[src/rtl/ma_pkg.sv]
// ma_pkg: shared encodings for the memory-access stage and its store buffer.
//   - st_type_e : store type codes carried from EX
//   - SZ_*      : memory size codes driven on mem_size
//   - sb_data_t : payload of one store-buffer entry (word address is kept separately
//                 because its width follows ADDR_W)
package ma_pkg;

    typedef enum logic [2:0] {
        ST_SW  = 3'd0,
        ST_SB  = 3'd1,
        ST_SH  = 3'd2,
        ST_SWL = 3'd3,
        ST_SWR = 3'd4
    } st_type_e;

    localparam logic [2:0] SZ_B = 3'd0;
    localparam logic [2:0] SZ_H = 3'd1;
    localparam logic [2:0] SZ_W = 3'd2;

    typedef struct packed {
        logic [3:0]  wstrb;
        logic [31:0] wdata;
        logic [2:0]  size;
    } sb_data_t;

    localparam int unsigned SB_DATA_W = $bits(sb_data_t);

endpackage

[src/rtl/ma_store_buffer.sv]
// ma_store_buffer: FIFO of retired stores awaiting memory acceptance.
// Ports:
//   clk, rst_p          clock, synchronous active-high reset (pointers/count/valids)
//   push, push_waddr,   enqueue a store at the tail (ignored when full)
//   push_data
//   pop                 dequeue the head entry (ignored when empty)
//   cmp_waddr, hazard   word address compared against every valid entry
//   full, empty, count  occupancy; derived from count, never from pointer equality
//   head_waddr,         head entry contents, stable until popped
//   head_data
module ma_store_buffer
    import ma_pkg::*;
#(
    parameter int unsigned SB_DEPTH = 4,
    parameter int unsigned ADDR_W   = 32
) (
    input  logic                       clk,
    input  logic                       rst_p,
    input  logic                       push,
    input  logic [ADDR_W-3:0]          push_waddr,
    input  sb_data_t                   push_data,
    input  logic                       pop,
    input  logic [ADDR_W-3:0]          cmp_waddr,
    output logic                       hazard,
    output logic                       full,
    output logic                       empty,
    output logic [$clog2(SB_DEPTH):0]  count,
    output logic [ADDR_W-3:0]          head_waddr,
    output sb_data_t                   head_data
);

    localparam int unsigned PTR_W = $clog2(SB_DEPTH);

    logic [PTR_W-1:0]  head_q, head_d;
    logic [PTR_W-1:0]  tail_q, tail_d;
    logic [PTR_W:0]    count_q, count_d;
    logic [SB_DEPTH-1:0] vld_q, vld_d;
    logic [ADDR_W-3:0] waddr_q [SB_DEPTH];
    sb_data_t          data_q  [SB_DEPTH];
    logic              do_push, do_pop;

    assign full    = (count_q == (PTR_W+1)'(SB_DEPTH));
    assign empty   = (count_q == '0);
    assign count   = count_q;
    assign do_push = push && !full;
    assign do_pop  = pop && !empty;

    assign head_waddr = waddr_q[head_q];
    assign head_data  = data_q[head_q];

    always_comb begin
        head_d  = head_q;
        tail_d  = tail_q;
        count_d = count_q;
        vld_d   = vld_q;
        if (do_pop) begin
            head_d        = head_q + PTR_W'(1);
            vld_d[head_q] = 1'b0;
        end
        if (do_push) begin
            tail_d        = tail_q + PTR_W'(1);
            vld_d[tail_q] = 1'b1;
        end
        unique case ({do_push, do_pop})
            2'b10:   count_d = count_q + (PTR_W+1)'(1);
            2'b01:   count_d = count_q - (PTR_W+1)'(1);
            default: count_d = count_q;
        endcase
    end

    // Per-entry valid bits make the hazard compare independent of head/tail math.
    always_comb begin
        hazard = 1'b0;
        for (int i = 0; i < SB_DEPTH; i++) begin
            if (vld_q[i] && (waddr_q[i] == cmp_waddr)) begin
                hazard = 1'b1;
            end
        end
    end

    always_ff @(posedge clk) begin
        if (rst_p) begin
            head_q  <= '0;
            tail_q  <= '0;
            count_q <= '0;
            vld_q   <= '0;
        end else begin
            head_q  <= head_d;
            tail_q  <= tail_d;
            count_q <= count_d;
            vld_q   <= vld_d;
        end
    end

    always_ff @(posedge clk) begin
        if (do_push) begin
            waddr_q[tail_q] <= push_waddr;
            data_q[tail_q]  <= push_data;
        end
    end

endmodule

[src/rtl/ma_stage_sb.sv]
// ma_stage_sb: memory-access pipeline stage (EX -> WB) with a store buffer.
// Ports:
//   clk, rst_p            clock, synchronous active-high reset
//   flush                 kill the instruction held in the stage
//   in_*                  instruction from EX (valid/ready handshake)
//   out_valid/out_ready   handshake to WB; out_exccode is the registered exccode
//   mem_*                 single shared memory request port (loads and store drains)
//   sb_empty, sb_count    store-buffer occupancy
// Loads go straight to memory unless an older buffered store targets the same word.
module ma_stage_sb
    import ma_pkg::*;
#(
    parameter int unsigned SB_DEPTH = 4,
    parameter int unsigned ADDR_W   = 32
) (
    input  logic                       clk,
    input  logic                       rst_p,
    input  logic                       flush,
    input  logic                       in_valid,
    output logic                       in_ready,
    input  logic                       in_load,
    input  logic                       in_store,
    input  logic [2:0]                 in_st_type,
    input  logic [2:0]                 in_ld_size,
    input  logic [ADDR_W-1:0]          in_addr,
    input  logic [31:0]                in_wdata,
    input  logic [4:0]                 in_exccode,
    output logic                       out_valid,
    input  logic                       out_ready,
    output logic [4:0]                 out_exccode,
    output logic                       mem_req,
    output logic                       mem_wr,
    output logic [ADDR_W-1:0]          mem_addr,
    output logic [2:0]                 mem_size,
    output logic [3:0]                 mem_wstrb,
    output logic [31:0]                mem_wdata,
    input  logic                       mem_gnt,
    output logic                       sb_empty,
    output logic [$clog2(SB_DEPTH):0]  sb_count
);

    logic              valid_q;
    logic              load_q, store_q;
    st_type_e          st_type_q;
    logic [2:0]        ld_size_q;
    logic [ADDR_W-1:0] addr_q;
    logic [31:0]       wdata_q;
    logic [4:0]        exc_q;

    logic              no_exc, stall, leaving, coming, commit;
    logic              load_req, load_gnt, drain;
    logic              sb_full, hazard;
    logic [ADDR_W-3:0] head_waddr;
    sb_data_t          head_data, st_entry;
    logic [1:0]        off;

    assign no_exc = (exc_q == 5'd0);
    assign off    = addr_q[1:0];

    // Arbitration uses only registered state plus out_ready/mem_gnt.
    assign load_req = valid_q && load_q && no_exc && !hazard && out_ready;
    assign load_gnt = load_req && mem_gnt;
    assign drain    = !load_req && !sb_empty && mem_gnt;

    // Store stall ignores a same-cycle drain so mem_gnt never reaches in_ready via stores.
    assign stall   = no_exc && ((store_q && sb_full) || (load_q && (hazard || !load_gnt)));
    assign leaving = valid_q && out_ready && !stall;
    assign in_ready = !valid_q || leaving;
    assign coming   = in_valid && in_ready;
    assign commit   = leaving && store_q && no_exc && !flush;

    assign out_valid   = valid_q;
    assign out_exccode = exc_q;

    always_ff @(posedge clk) begin
        if (rst_p) begin
            valid_q   <= 1'b0;
            load_q    <= 1'b0;
            store_q   <= 1'b0;
            st_type_q <= ST_SW;
            ld_size_q <= '0;
            addr_q    <= '0;
            wdata_q   <= '0;
            exc_q     <= '0;
        end else begin
            if (flush) begin
                valid_q <= 1'b0;
            end else if (coming) begin
                valid_q <= 1'b1;
            end else if (leaving) begin
                valid_q <= 1'b0;
            end
            if (coming && !flush) begin
                load_q    <= in_load;
                store_q   <= in_store;
                st_type_q <= st_type_e'(in_st_type);
                ld_size_q <= in_ld_size;
                addr_q    <= in_addr;
                wdata_q   <= in_wdata;
                exc_q     <= in_exccode;
            end
        end
    end

    // Byte-lane strobes and lane-aligned data for the store in the stage.
    always_comb begin
        st_entry.wstrb = 4'b0000;
        st_entry.wdata = wdata_q;
        st_entry.size  = SZ_W;
        case (st_type_q)
            ST_SW: st_entry.wstrb = 4'b1111;
            ST_SB: begin
                st_entry.wstrb = 4'b0001 << off;
                st_entry.wdata = {24'd0, wdata_q[7:0]} << {off, 3'b000};
                st_entry.size  = SZ_B;
            end
            ST_SH: begin
                st_entry.wstrb = addr_q[1] ? 4'b1100 : 4'b0011;
                st_entry.wdata = addr_q[1] ? {wdata_q[15:0], 16'd0} : {16'd0, wdata_q[15:0]};
                st_entry.size  = SZ_H;
            end
            ST_SWL: begin
                st_entry.wstrb = {off == 2'd3, off[1], off != 2'd0, 1'b1};
                // ~off == 3 - off for a 2-bit offset
                st_entry.wdata = wdata_q >> {~off, 3'b000};
            end
            ST_SWR: begin
                st_entry.wstrb = {1'b1, off != 2'd3, !off[1], off == 2'd0};
                st_entry.wdata = wdata_q << {off, 3'b000};
            end
            default: st_entry.wstrb = 4'b0000;
        endcase
    end

    ma_store_buffer #(
        .SB_DEPTH (SB_DEPTH),
        .ADDR_W   (ADDR_W)
    ) u_sb (
        .clk        (clk),
        .rst_p      (rst_p),
        .push       (commit),
        .push_waddr (addr_q[ADDR_W-1:2]),
        .push_data  (st_entry),
        .pop        (drain),
        .cmp_waddr  (addr_q[ADDR_W-1:2]),
        .hazard     (hazard),
        .full       (sb_full),
        .empty      (sb_empty),
        .count      (sb_count),
        .head_waddr (head_waddr),
        .head_data  (head_data)
    );

    // Load wins; otherwise the head entry is presented whenever the buffer is non-empty.
    always_comb begin
        mem_req   = load_req || !sb_empty;
        mem_wr    = !load_req;
        mem_addr  = {head_waddr, 2'b00};
        mem_size  = head_data.size;
        mem_wstrb = head_data.wstrb;
        mem_wdata = head_data.wdata;
        if (load_req) begin
            mem_addr  = {addr_q[ADDR_W-1:2], 2'b00};
            mem_size  = ld_size_q;
            mem_wstrb = 4'b0000;
            mem_wdata = 32'd0;
        end
    end

endmodule

[config.mk]
export PLATFORM = sky130hd
export DESIGN_NAME = ma_stage_sb
export DESIGN_NICKNAME = d
export VERILOG_FILES = /design/src/rtl/ma_pkg.sv /design/src/rtl/ma_store_buffer.sv /design/src/rtl/ma_stage_sb.sv
export SDC_FILE = /design/constraint.sdc
export NUM_CORES = 1
export LEC_CHECK = 0
export ABC_AREA = 1
export CORE_ASPECT_RATIO = 1.2
export CORE_MARGIN = 2
export CORE_UTILIZATION = 35
export CTS_BUF_LIST = sky130_fd_sc_hd__clkbuf_8
export DETAILED_ROUTE_END_ITERATION = 8
export HOLD_SLACK_MARGIN = 0.06
export PLACE_DENSITY = 0.57
export SYNTH_ARGS = -nofsm -noshare
export SYNTH_HDL_FRONTEND = slang
export SYNTH_SLANG_ARGS = --single-unit
[constraint.sdc]
create_clock -name clk -period 6.4 [get_ports clk]
set_input_delay 0.64 -clock clk [delete_from_list [all_inputs] [get_ports clk]]
set_output_delay 0.64 -clock clk [all_outputs]
set_load 0.1 [all_outputs]
**Word level (Yosys, flattened, before mapping)**

Memories as Yosys holds them, arrays and structs flattened. A register that Yosys moved wholly into a read port is not among the register bits.
Cells that the tools add are included.

- Add/subtract/negate cells: 4
- Magnitude comparators: 4
- Equal/unequal tests: 13
- Shift-type cells: 4
- Multiplexer cells: 28
- Bitwise operators: 4
- Reductions and logical operators: 46

Operators with widths:

| operator | number |
|---|---|
| $pmux W32 S4 | 1 |
| $eq A30 B30 Y1 | 4 |
| $mux W32 | 3 |
| $shl A32 B5 Y32 | 1 |
| $shl A8 B5 Y32 | 1 |
| $shr A32 B5 Y32 | 1 |
| $logic_and A1 B1 Y1 | 25 |
| $pmux W4 S5 | 1 |
| $mux W4 | 4 |
| $mux W1 | 10 |
| $logic_not A1 Y1 | 9 |
| $mux W2 | 4 |
| $eq A3 B2 Y1 const B | 2 |
| $eq A3 B3 Y1 const B | 2 |
| $logic_not A3 Y1 | 2 |
| $lt A2 B3 Y1 const B | 2 |
| $pmux W3 S2 | 1 |
| $reduce_bool A2 Y1 | 3 |
| $logic_not A5 Y1 | 1 |
| $add A2 B1 Y2 const B | 2 |
| $and A4 B4 Y4 | 1 |
| $demux W1 S2 | 2 |
| $eq A2 B2 Y1 const B | 2 |
| $ge A2 B1 Y1 const B | 2 |
| 14 further kinds | 17 |

- Bits in registers: 89
- RAM bits: 272
- Input port bits: 83
- Word-level logic and storage cells: 117
- Memories: 2

Memory list:

| memory | words | bits a word | rd ports | clocked after Yosys merged registers in | wr ports | RTL line | text |
|---|---|---|---|---|---|---|---|
| u_sb.data_q | 4 | 38 | 1 | 1 | 1 | ma_store_buffer.sv:39 | `sb_data_t data_q [SB_DEPTH];` |
| u_sb.waddr_q | 4 | 30 | 5 | 1 | 1 | ma_store_buffer.sv:38 | `logic [ADDR_W-3:0] waddr_q [SB_DEPTH];` |

**Logic depth before layout (Yosys ltp)**

An unclocked memory read counts as a cell.

- Depth in word-level cells: 24
- Mapped depth: 19
- Depth with buffers taken out: 19

**By module**

From an unflattened synthesis, not the netlist that was laid out.

- Cell total of the unflattened synthesis: 2278
- Area, all modules: 18577.8 µm²

By module, submodules not included:

| module | times used | cells an instance | area each (µm²) | seq. area each (µm²) |
|---|---|---|---|---|
| ma_store_buffer | 1 | 1286 | 12931.2 | 8548.2 |
| ma_stage_sb | 1 | 992 | 5646.7 | 1561.5 |

**Worst setup path before layout**

Ideal clock, no wire load.

- Path kind: flip-flop to output port
- Start point: register u_sb.count_q[0], in the netlist u_sb.count[0]
- End point: output mem_req
- Data arrival time: 4.315 ns
- Data required time: 5.760 ns
- Setup slack: 1.445 ns
- Stages on the path, launching flop included: 3
- Path through: dfxtp_1 nor3_1 nand2_1

- Word-level cells in the longest chain between the ends: 3

RTL lines:

| what | RTL line | text |
|---|---|---|
| start: declaration | ma_store_buffer.sv:36 | `logic [PTR_W:0] count_q, count_d;` |
| start signal: assignment | ma_store_buffer.sv:90 | `count_q <= count_d;` |
| $logic_not A3 Y1 | ma_store_buffer.sv:43 | `assign empty = (count_q == '0);` |
| named net sb_empty | ma_stage_sb.sv:38 | `output logic sb_empty,` |
| $logic_not A1 Y1 | ma_stage_sb.sv:156 | `mem_req = load_req \|\| !sb_empty;` |
| $logic_or A1 B1 Y1 | ma_stage_sb.sv:156 |  |
| end: declaration | ma_stage_sb.sv:31 | `output logic mem_req,` |

The timed path passes the listed nets, and every way through them passes these cells.

**Worst setup path after layout**

- Start point: register addr_q[15]
- End point: output mem_size[0]

- Word-level cells in the longest chain between the ends: 10

RTL lines:

| what | RTL line | text |
|---|---|---|
| start: declaration | ma_stage_sb.sv:46 | `logic [ADDR_W-1:0] addr_q;` |
| start signal: assignment | ma_stage_sb.sv:98 | `addr_q <= in_addr;` |
| $eq A30 B30 Y1 | ma_store_buffer.sv:75 | `if (vld_q[i] && (waddr_q[i] == cmp_waddr)) begin` |
| $logic_and A1 B1 Y1 | ma_store_buffer.sv:75 |  |
| $mux W1 (3 in series) | ma_store_buffer.sv:75 |  |
| $mux W1 (*) | ma_store_buffer.sv:75 |  |
| $logic_not A1 Y1 (*) | ma_stage_sb.sv:61 | `assign load_req = valid_q && load_q && no_exc && !hazard && out_ready;` |
| $logic_and A1 B1 Y1 (*) (2 in series) | ma_stage_sb.sv:61 |  |
| $mux W3 (*) | ma_stage_sb.sv:162 | `if (load_req) begin` |
| end: declaration | ma_stage_sb.sv:34 | `output logic [2:0] mem_size,` |

Every way passes the cells marked *; elsewhere a longest branch is shown, timed or not.

==> flow_summary.yaml <==
yosys:
  ys_ff_latch: 363
  yosysUniqueCellTypes: 44
  yosysTopAreaCellShare: 0.441
  synth.area.top_cells: "edfxtp_1 (44%), nand2_1 (10%), dfxtp_1 (9.8%)"
  synth_warnings: 0
  synth_cells: 2295
  yosysSeqAreaShare: 0.540
  synth.avg_cell_area_um2: 8.06
  yosys.area.top_type: "edfxtp_1"
  synth_area_um2: 18500
finish:
  fin_area_um2: 22000
  multiInputGateArea_um2: 6560
  utilization: 0.420
  layout_commonest_cell: "nand2_1"
  layout.area.seq_um2: 9990
  layout-drive-gt1-share: 0.0606
  fill_cells: 5296
  syn_to_final_growth_pct: 18.8
  layout.nets: 2531
  layout_common_cells: "nand2_1 (495), inv_1 (387), nor2_1 (334)"
grt:
  grt_busiest_layer: "met2"
  grtUsageMet3: 0.0355
  grt_util_met2: 0.401
  overflow: 0
  grtUsageTotal: 0.230
  grt_first_pass_wirelength_mm: 95.2
  global_route.usage.met1: 0.288
  grt_max_degree: 81
  antenna_found_initial: 2
  grt_pass1_vias: 15600
run:
  maxCapViolations: 0
timing:
  setup_tns_ps: 0
  hold_viol: 0
  slew_violations: 0
  timing.hold.ws_ps: 474
  fin_skew_ps: 54.7
  timing.fmax_mhz: 186
  maxSlewHeadroom: 0.202
  rsz0062_at_grt: "false"
  fin_crit_sh: 0.838
  fin_crit_ps: 5360
  worst_slew_pin_slew_ps: 1180
  setup_viol: 0
routing:
  wire_per_inst_um: 19.9
  drt_pass1_iterations: 8
  wl_mm: 63.5
  antenna_left: 0
  viasPerCell: 5.02
  drc: 0
  drtIter0Drc: 1392
  vias: 16000
pwr:
  power_mw: 5.31
  p_per_area_nw_per_um2: 242
  ir_worst_vdd_v: 0.000142
  p_leak_nw: 9.26
outcome:
  status: "completed"
critical_path:
  critPathLaunchType: "flip-flop"
  critPathArrivalTime_ps: 4720
  crit_path_cell_trace: "inv_1 -> nand2_1 -> o21ai_0 -> nor2_1 -> nand2_1 -> nor2_1 -> nand2_1 -> nor2_1 -> nor2_1 -> nand3_2 -> buf_4 -> o21ai_0 -> inv_1 -> clkdlybuf4s50_1"
  crit_fanout: 68
  cp-endpoint: "mem_size[0]"
  critPathBufInv: 4
  slowest_stage: "clkdlybuf4s50_1"
  crit_top_cell: "nor2_1"
  crit_required_ps: 5760
  r2r_end: "u_sb.data_q[1][2]"
  criticalPathCategory: "reg2out"
  reg2reg_depth: 11
  end_kind: "output port"
  cp-startpoint: "addr_q[15]"
  critPathTopFamily: "buffers and inverters"
  r2r_start: "st_type_q[0]"
  path_depth: 14
  rrSetupSlack_ps: 1960
  max_stage_delay_ps: 1140
floorplanning:
  die_w_um: 214
  fp.dieH_um: 256
  io_pins: 167
  start_util: 0.353
  row_count: 92
  coreArea_um2: 52400
  dieArea_um2: 54700
placed_design:
  gp_congestion: 0.928
  place_hpwl_mm: 43.4
  io_buffer_count: 164
  place_area_um2: 20700
clock_tree:
  root_buffer: "clkbuf_8"
  postCtsSetupRepairBufs: 0
  cts_buffer_depth: 3
  clk_pin_slew_ps: 60
  cts_resized: 0
  cts_buffers: 61
  cts_tree: "done"
  clk_latency_ps: 710
  htreeDepth: 2
  clock-sinks: 363
  ctsHoldBuffers: 0
min_path:
  hold_path.class: "reg2reg"
==> synth_stat cells, drive strengths merged <==
| cell | n |
|---|---|
| a211oi | 1 |
| a21boi | 1 |
| a21oi | 120 |
| a221oi | 1 |
| a22oi | 6 |
| a32oi | 1 |
| a41oi | 2 |
| buf | 33 |
| clkbuf | 77 |
| clkinv | 4 |
| conb | 1 |
| dfxtp | 91 |
| edfxtp | 272 |
| fa | 1 |
| ha | 9 |
| inv | 392 |
| nand2 | 496 |
| nand3 | 30 |
| nand4 | 92 |
| nor2 | 336 |
| nor3 | 7 |
| nor4 | 1 |
| o2111ai | 7 |
| o211ai | 15 |
| o21a | 2 |
| o21ai | 257 |
| o21bai | 1 |
| o221ai | 13 |
| o22ai | 5 |
| o2bb2ai | 1 |
| o31ai | 1 |
| or2 | 5 |
| xnor2 | 7 |
| xor2 | 7 |
==> worst min path at each step <==
stage                   from            end  slack [ps]  depth (start not counted)
2_1_floorplan  u_sb.vld_q[1]  u_sb.vld_q[1]         440                          2
3_3_place_gp   u_sb.vld_q[2]  u_sb.vld_q[2]         460                          2
3_5_place_dp   u_sb.vld_q[2]  u_sb.vld_q[2]         470                          2
4_1_cts        u_sb.vld_q[2]  u_sb.vld_q[2]         470                          2
5_1_grt        u_sb.vld_q[2]  u_sb.vld_q[2]         500                          2
6_report       u_sb.vld_q[2]  u_sb.vld_q[2]         470                          2
==> state kept, by name (all words and copies together), names as in the netlist, 2 cells and up, named ones only <==
register	count
u_sb.data_q	152
addr_q	32
u_sb.tail_q	2
out_exccode	5
u_sb.count	3
st_type_q	3
u_sb.head_q	2
u_sb.waddr_q	120
ld_size_q	3
wdata_q	32
u_sb.vld_q	4
==> cells by family after synthesis <==
logic type | share of synthesized area
xor+xnor | 0.00663
fa+ha+maj | 0.00717
buf+inv | 0.107
simple gates | 0.213
flops | 0.540
other cells | 0.000203
compound gates | 0.126
==> power breakdown <==
group / switching [mW] / internal [mW]
Clock: 1.02 / 1.10
Sequential: 0.0499 / 2.58
Combinational: 0.392 / 0.161
Total: 1.46 / 3.84
==> worst register-to-register path: cells and delay by family (launching register included) <==
kind            cells  cell delay, ps
simple gates        6            1980
flops               1             330
buf+inv             4             740
compound gates      1             970
==> per-stage QoR <==
step / setup slack (ps) / std cells
6_report: 1040 / 3197
5_1_grt: 880 / 3197
3_3_place_gp: 1840 / 3080
4_1_cts: 1070 / 3195
2_1_floorplan: 1440 / 2296
3_5_place_dp: 1860 / 3080
==> area by class of cell <==
class,count,share of cell area
multi-input combinational,1427,0.299
inverter,396,0.0677
timing repair buffer,189,0.0822
clock buffer,67,0.0420
tap,705,0.0401
sequential,363,0.455
antenna,2,0.000228
clock inverter,48,0.0144
==> metal layers <==
layer	vias to the layer above	part of all wire	wire length [um]
li1	7757	-	-
met2	568	0.50	32000
met5	-	0	0
met4	0	0.034	2130
met3	116	0.055	3510
met1	7603	0.41	25800
Power figures use the tool's default switching activity.
